===== src/rtl/led_pkg.sv =====
// Shared types and colour-step helpers for the multi-channel LED sequencer.
// Helpers work on plain integers so every instance can use its own code width.
package led_pkg;

    typedef enum logic [1:0] {
        DB_IDLE    = 2'd0,
        DB_PRESS   = 2'd1,
        DB_HELD    = 2'd2,
        DB_RELEASE = 2'd3
    } db_state_t;

    // Upward step with wrap from the top of the legal range back to its bottom.
    function automatic int unsigned next_up(input int unsigned c,
                                            input int unsigned lo,
                                            input int unsigned hi);
        return (c == hi) ? lo : c + 1;
    endfunction

    function automatic int unsigned next_down(input int unsigned c,
                                              input int unsigned lo,
                                              input int unsigned hi);
        return (c == lo) ? hi : c - 1;
    endfunction

    function automatic logic step_wraps(input logic        up,
                                        input int unsigned c,
                                        input int unsigned lo,
                                        input int unsigned hi);
        return up ? (c == hi) : (c == lo);
    endfunction

endpackage


===== src/rtl/led_btn_debounce.sv =====
// Per-channel button debouncer: emits one registered step pulse per accepted press,
// and needs a run of DEBOUNCE identical samples to accept either a press or a release.
module led_btn_debounce
    import led_pkg::*;
#(
    parameter int unsigned DEBOUNCE = 4
) (
    input  logic clk,
    input  logic rst,
    input  logic button,
    output logic step
);

    localparam int unsigned CNT_W = $clog2(DEBOUNCE + 1);
    localparam logic [CNT_W-1:0] CNT_LAST = CNT_W'(DEBOUNCE - 1);

    db_state_t        state_q, state_d;
    logic [CNT_W-1:0] cnt_q, cnt_d;
    logic             step_q, step_d;

    always_ff @(posedge clk) begin
        if (rst) begin
            state_q <= DB_IDLE;
            cnt_q   <= '0;
            step_q  <= 1'b0;
        end else begin
            state_q <= state_d;
            cnt_q   <= cnt_d;
            step_q  <= step_d;
        end
    end

    // cnt counts the samples seen so far in the current run; DEBOUNCE==1 skips the counting states.
    always_comb begin
        state_d = state_q;
        cnt_d   = cnt_q;
        step_d  = 1'b0;
        unique case (state_q)
            DB_IDLE: begin
                if (button) begin
                    if (DEBOUNCE == 1) begin
                        state_d = DB_HELD;
                        cnt_d   = '0;
                        step_d  = 1'b1;
                    end else begin
                        state_d = DB_PRESS;
                        cnt_d   = CNT_W'(1);
                    end
                end
            end
            DB_PRESS: begin
                if (!button) begin
                    state_d = DB_IDLE;
                    cnt_d   = '0;
                end else if (cnt_q == CNT_LAST) begin
                    state_d = DB_HELD;
                    cnt_d   = '0;
                    step_d  = 1'b1;
                end else begin
                    cnt_d = cnt_q + CNT_W'(1);
                end
            end
            DB_HELD: begin
                if (!button) begin
                    if (DEBOUNCE == 1) begin
                        state_d = DB_IDLE;
                        cnt_d   = '0;
                    end else begin
                        state_d = DB_RELEASE;
                        cnt_d   = CNT_W'(1);
                    end
                end
            end
            DB_RELEASE: begin
                // A bounce back high returns to HELD silently: the press was already counted.
                if (button) begin
                    state_d = DB_HELD;
                    cnt_d   = '0;
                end else if (cnt_q == CNT_LAST) begin
                    state_d = DB_IDLE;
                    cnt_d   = '0;
                end else begin
                    cnt_d = cnt_q + CNT_W'(1);
                end
            end
            default: begin
                state_d = DB_IDLE;
                cnt_d   = '0;
            end
        endcase
    end

    assign step = step_q;

endmodule


===== src/rtl/led_seq_multi.sv =====
// Multi-channel LED colour sequencer: each channel cycles MIN_VAL..MAX_VAL on its own
// debounced button, and in auto mode all channels also step together on a prescaled tick.
module led_seq_multi
    import led_pkg::*;
#(
    parameter int unsigned WIDTH    = 3,
    parameter int unsigned CHANNELS = 4,
    parameter int unsigned MIN_VAL  = 1,
    parameter int unsigned MAX_VAL  = 6,
    parameter int unsigned DEBOUNCE = 4,
    parameter int unsigned AUTO_DIV = 8
) (
    input  logic                      clk,
    input  logic                      rst,
    input  logic [CHANNELS-1:0]       button,
    input  logic                      dir,
    input  logic                      mode,
    output logic [CHANNELS*WIDTH-1:0] colour,
    output logic [CHANNELS-1:0]       wrap
);

    localparam int unsigned PRE_W = $clog2(AUTO_DIV);
    localparam logic [PRE_W-1:0] PRE_LAST = PRE_W'(AUTO_DIV - 1);

    logic [PRE_W-1:0]    pre_q;
    logic                tick;
    logic [CHANNELS-1:0] step;

    // Prescaler is parked at 0 in manual mode so the first auto tick lands AUTO_DIV edges after mode rises.
    assign tick = (pre_q == PRE_LAST);

    always_ff @(posedge clk) begin
        if (rst || !mode) begin
            pre_q <= '0;
        end else if (tick) begin
            pre_q <= '0;
        end else begin
            pre_q <= pre_q + PRE_W'(1);
        end
    end

    for (genvar n = 0; n < CHANNELS; n++) begin : g_ch
        logic [WIDTH-1:0] col_q, col_d;
        logic             wrap_q, wrap_d;
        logic             adv;

        led_btn_debounce #(
            .DEBOUNCE(DEBOUNCE)
        ) u_db (
            .clk   (clk),
            .rst   (rst),
            .button(button[n]),
            .step  (step[n])
        );

        // OR-ing the two sources makes a button step coinciding with a tick a single advance.
        assign adv = step[n] | (mode & tick);

        always_comb begin
            col_d  = col_q;
            wrap_d = 1'b0;
            if (adv) begin
                wrap_d = step_wraps(dir, 32'(col_q), MIN_VAL, MAX_VAL);
                if (dir) begin
                    col_d = WIDTH'(next_up(32'(col_q), MIN_VAL, MAX_VAL));
                end else begin
                    col_d = WIDTH'(next_down(32'(col_q), MIN_VAL, MAX_VAL));
                end
            end
        end

        always_ff @(posedge clk) begin
            if (rst) begin
                col_q  <= WIDTH'(MIN_VAL);
                wrap_q <= 1'b0;
            end else begin
                col_q  <= col_d;
                wrap_q <= wrap_d;
            end
        end

        assign colour[n*WIDTH +: WIDTH] = col_q;
        assign wrap[n]                  = wrap_q;
    end

endmodule

===== config.mk =====
export PLATFORM = sky130hd
export DESIGN_NAME = led_seq_multi
export DESIGN_NICKNAME = d
export VERILOG_FILES = /design/src/rtl/led_pkg.sv /design/src/rtl/led_btn_debounce.sv /design/src/rtl/led_seq_multi.sv
export SDC_FILE = /design/constraint.sdc
export NUM_CORES = 1
export LEC_CHECK = 0
export ABC_AREA = 1
export CAP_MARGIN = 20
export CORE_ASPECT_RATIO = 1.25
export CORE_UTILIZATION = 30
export CTS_CLUSTER_DIAMETER = 50
export DETAILED_ROUTE_END_ITERATION = 8
export MAX_ROUTING_LAYER = met4
export PLACE_DENSITY = 0.49
export SETUP_SLACK_MARGIN = 0.5
export SLEW_MARGIN = 20
export SYNTH_ARGS = -nofsm -noshare
export SYNTH_HDL_FRONTEND = slang
export SYNTH_SLANG_ARGS = --single-unit

===== constraint.sdc =====
create_clock -name clk -period 3.8 [get_ports clk]
set_clock_uncertainty 0.2 [all_clocks]
set_input_delay 0.76 -clock clk [delete_from_list [all_inputs] [get_ports clk]]
set_output_delay 0.76 -clock clk [all_outputs]
set_load 0.01 [all_outputs]

* Word-level counts from Yosys, hierarchy flattened
Cells that the tools add are included.
** Storage, ports and cells
- Register bits after elaboration :: 43
- Input bits :: 8
- Output and inout bits :: 16
- Word-level logic and storage cells :: 187
** Operators by class
- $add $sub $neg :: 13
- Eq/ne operators :: 41
- Muxes and demuxes :: 72
- Bitwise operators :: 17
- Reduce and logical (&&, ||, !) cells :: 23
** Operators by type and width (count)
- $mux 3 :: 32
- $mux 2 :: 24
- $pmux 3 s4 :: 4
- $pmux 2 s4 :: 4
- $add 3x1->3 const B :: 9
- $ne 3x2->1 const B :: 8
- $eq 2x2->1 const B :: 8
- $ne 2x2->1 const B :: 8
- $reduce_and 4->1 :: 4
- $eq 3x3->1 const B :: 5
- $eq 3x1->1 const B :: 4
- $eq 3x2->1 const B :: 4
- $not 1->1 :: 12
- $reduce_or 3->1 :: 4
- $sub 3x1->3 const B :: 4
- $reduce_or 2->1 :: 5
- $eq 2x1->1 const B :: 4
- $logic_not 2->1 :: 4
- $mux 1 :: 8
- $reduce_and 2->1 :: 4
- $or 1x1->1 :: 4
- $and 1x1->1 :: 1
- $logic_not 1->1 :: 1
- $logic_or 1x1->1 :: 1

* Logic depth before layout (Yosys ltp)
- Depth in word-level cells :: 5
- Depth in mapped cells :: 9
- Gate-level depth less buffers :: 9

* Hierarchy
Synthesis repeated with hierarchy kept, for this count alone.
** Unflattened totals
- Cells, all modules :: 333
- Area total of the unflattened synthesis :: 2431.1 µm²
** Modules (own cells, without submodules)
- led_seq_multi :: instances 1, cells an instance 201, area an instance 1350.0 µm², sequential area each 380.4 µm²
- led_btn_debounce :: instances 4, cells an instance 33, area an instance 270.3 µm², sequential area each 120.1 µm²

* Worst setup path before layout
No wires, ideal clock.
- Path type :: in2reg
- Start point :: in dir
- End point :: reg g_ch[2].col_q[0]
- Library setup time :: 128 ps
- Arrival :: 1258 ps
- Required time :: 3472 ps
- Path slack :: 2214 ps
- Stages on the path :: 6
- Buffers on the path :: 1
- Path through :: buf_6 > nor2_1 > nand2_1 > nand2_1 > o21bai_1 > o211ai_1
** Between the ends
- Cells in the longest elaborated chain, start to end :: 1
** RTL lines
- start, declared :: line led_seq_multi.sv:16 : input logic dir,
- $mux 3 :: line led_seq_multi.sv:64 : if (dir) begin
- end signal, assigned :: line led_seq_multi.sv:74 : col_q <= WIDTH'(MIN_VAL);
- end signal, assigned :: line led_seq_multi.sv:77 : col_q <= col_d;
- end, declared :: line led_seq_multi.sv:43 : logic [WIDTH-1:0] col_q, col_d;
Every way passes these cells.
A chain may end at the register's enable or synchronous reset.

* Worst setup path after layout
- Start point :: reg g_ch[3].col_q[2]
- End point :: out colour[11]
** RTL lines
- start, declared :: line led_seq_multi.sv:43
- start signal, assigned :: line led_seq_multi.sv:74
- start signal, assigned :: line led_seq_multi.sv:77
- end, declared :: line led_seq_multi.sv:18 : output logic [CHANNELS*WIDTH-1:0] colour,
No word-level cell between the ends.

==> summary.md <==
| Metric | Value |
|---|---|
| Min Hold Slack | `220 ps` |
| TritonCTS clock tree | `done` |
| CTS HTree Levels | `2` |
| Post-Syn Instances | `312` |
| WS Path Type | `flip-flop to output port` |
| RSZ-0062 raised after global routing | `no` |
| Net Count, Synth | `342` |
| Num ports | `24` |
| Synth area leader | `dfxtp_1` |
| Hold_sp | `pre_q[0]` |
| Crit Path Max Fanout | `6` |
| Initial DRC Count | `40` |
| Avg WL per Cell | `10.3 um` |
| Crit path time final | `2330 ps` |
| Placed insts | `418` |
| DRC | `0` |
| Final instance area | `2710 um2` |
| R2r startpoint | `pre_q[0]` |
| Final TNS setup | `0 ps` |
| Largest net degree at the start of global routing | `22` |
| R2r worst-path depth | `9` |
| R2R setup slack | `2170 ps` |
| Layout area overhead | `15.3%` |
| Delay-heaviest family, CP | `buffers and inverters` |
| Share of layout cells above drive strength 1 | `11.1%` |
| Antenna cells | `0` |
| Pre-Repair DR Iteration Count | `4` |
| Hold path cells | `1` |
| Worst Tran Pin Value | `672 ps` |
| Worst Hold End | `pre_q[0]` |
| Area of the core | `7490 um2` |
| Synthesized cell area | `2350 um2` |
| Max-Cap Viols | `0` |
| Worst path required time | `2840 ps` |
| Slew Viols, Final | `0` |
| Die Wd | `81.2 um` |
| Die Height | `101 um` |
| RD Place Congestion | `0.783` |
| Final HPWL DP | `3220 um` |
| Worst Hold Class | `flip-flop to flip-flop` |
| Fin. Hold Viols | `0` |
| CP arrival | `1370 ps` |
| Max clock buf depth | `2` |
| CTS buffer count | `5` |
| Vias in the first global route | `1877` |
| Final Non-Filler Cells | `424` |
| CTS clk-pin slew, worst paths | `80 ps` |
| Post-synthesis sequential area ratio | `36.6%` |
| Net count, final | `363` |
| CP Launch Type | `flip-flop` |
| PwrDens | `318 nW/um2` |
| Buf/Inv on CP | `1` |
| Synth top area share | `36.6%` |
| Total global routing overflow | `0` |
| Count leader, synth | `nand2_1` |
| CTS-repair resized insts | `0` |
| Final setup viols | `0` |
| # clock sinks | `43` |
| Seq cells post-synth | `43` |
| Slowest stage delay, CP | `590 ps` |
| Synth Flop Type | `dfxtp_1` |
| WL final | `4390 um` |
| Worst R2R End | `g_ch[0].col_q[1]` |
| # rows | `35` |
| Synth cell count leaders | `nand2_1 (69), dfxtp_1 (43), inv_1 (38)` |
| CTS Hold Bufs | `0` |
| Worst vdd ir | `0.136 mV` |
| Slowest library cell on the worst path | `clkdlybuf4s50_1` |
| Crit path from | `g_ch[3].col_q[2]` |
| Max Fclk | `429 MHz` |
| Setup Fix Bufs, Post-CTS | `0` |
| Vias per cell | `4.50` |
| Antenna violations before repair | `0` |
| Root buffer cell | `clkbuf_8` |
| Tcrit/Tclk final | `61.4%` |
| Post-synth EDFFs | `0` |
| Worst-skew pair later-pin latency | `290 ps` |
| Mapped Avg Cell Area | `7.54 um2` |
| Die area | `8200 um2` |
| Leak pwr | `1.31 nW` |
| Outcome | `finished, final reports clean` |
| Endpoint type of the worst setup path | `output port` |
| Min setup slack post-route | `1470 ps` |
| Vias | `1908` |
| All-Layer GR Usage | `12.5%` |
| Slew margin rel. | `55.2%` |
| Top cells by area, synth | `dfxtp_1 (37%), ha_1 (12%), nand2_1 (11%), inv_1 (6.1%), nand3_1 (4.7%)` |
| Yosys warns | `0` |
| Initial Util | `31.4%` |
| Distinct cells, synth | `32` |
| Port buffer count | `23` |
| CP Cell Sequence | `clkdlybuf4s50_1` |
| First-pass GRT wire length | `7940 um` |
| DP Area | `2640 um2` |
| Synth async-reset ratio | `0%` |
| Post-route ant nets | `0` |
| Place WS | `1260 ps` |
[logic make-up (layout without fill, tap and decap cells)]
family	after synthesis	count (layout)	share of synthesized area [%]
DFF	43	43	36.6
buffers and inverters	59	79	10.9
and+or+nand+nor	141	141	27.5
AOI/OAI and AO/OA	43	43	11.9
adders and majority gates	22	22	11.7
xor gates and xnor gates	4	4	1.49
[worst max-delay path by stage]
stage / to / slack, ps / cells after the start
2_1_floorplan: g_ch[2].col_q[0] / 2210 / 6
3_3_place_gp: g_ch[2].col_q[2] / 1270 / 7
3_5_place_dp: g_ch[2].col_q[2] / 1260 / 7
4_1_cts: colour[8] / 1440 / 1
5_1_grt: g_ch[2].col_q[2] / 1360 / 7
6_report: colour[11] / 1470 / 1
[metal layers]
metal  GRT usage (%)  part of all wire, %  vias up
met5               -                    0        -
met4            3.71                  1.4        0
met3            2.71                  2.5        6
met2            21.2                   48       27
met1            14.5                   48      850
li1                -                    -     1025
[state kept, by name (all words and copies together) (netlist names), named ones only]
signal,count
g_ch.col_q,12
g_ch.u_db.cnt_q,12
g_ch.u_db.state_q,4
g_ch.u_db.step,4
pre_q,3
g_ch.wrap_q,4
[where the power goes]
part	total, W	internal (W)	switching (W)
sequential	0.000489	0.000469	0.0000202
combinational	0.000105	0.0000411	0.0000641
clock	0.000266	0.000123	0.000144
[cell usage in the layout (no fill, tap or decap)]
master           Yosys  layout
nand2_1             69      69
dfxtp_1             43      43
inv_1               38      38
clkdlybuf4s50_1      0      23
nand3_1             22      22
ha_1                22      22
nor2_1              21      21
a21oi_1             18      18
inv_2               10      10
o21ai_0              8       8
o21ai_1              7       7
nand2_2              6       6
nor4_1               6       6
clkbuf_8             0       5
a21oi_4              4       4
nand4_1              4       4
xor2_1               4       4
nor2_2               3       3
nor3_1               3       3
nor2_4               2       2
a21oi_2              2       2
and3_1               2       2
nand2_4              1       1
o21ai_2              1       1
nand3b_1             1       1
inv_6                1       1
o21bai_1             1       1
o211ai_1             1       1
nand3_2              1       1
o31ai_1              1       1
clkbuf_1             0       1
buf_4                4       1
[final cells by class]
type                            instances  area [um2]
Fill cell                             775        4780
Multi-Input combinational cell        210        1230
Sequential cell                        43         861
Timing Repair Buffer                   24         238
Inverter                               49         189
Tap cell                               92         115
Clock buffer                            6        72.6
[stage by stage]
step / util (%) / power [W]
2_1_floorplan: - / 0.000577
3_3_place_gp: 35.2 / 0.000603
3_5_place_dp: 35.2 / 0.000606
4_1_cts: 36.2 / 0.000880
5_1_grt: 36.2 / 0.000913
6_report: 36.2 / 0.000860
Power figures use the tool's default switching activity.
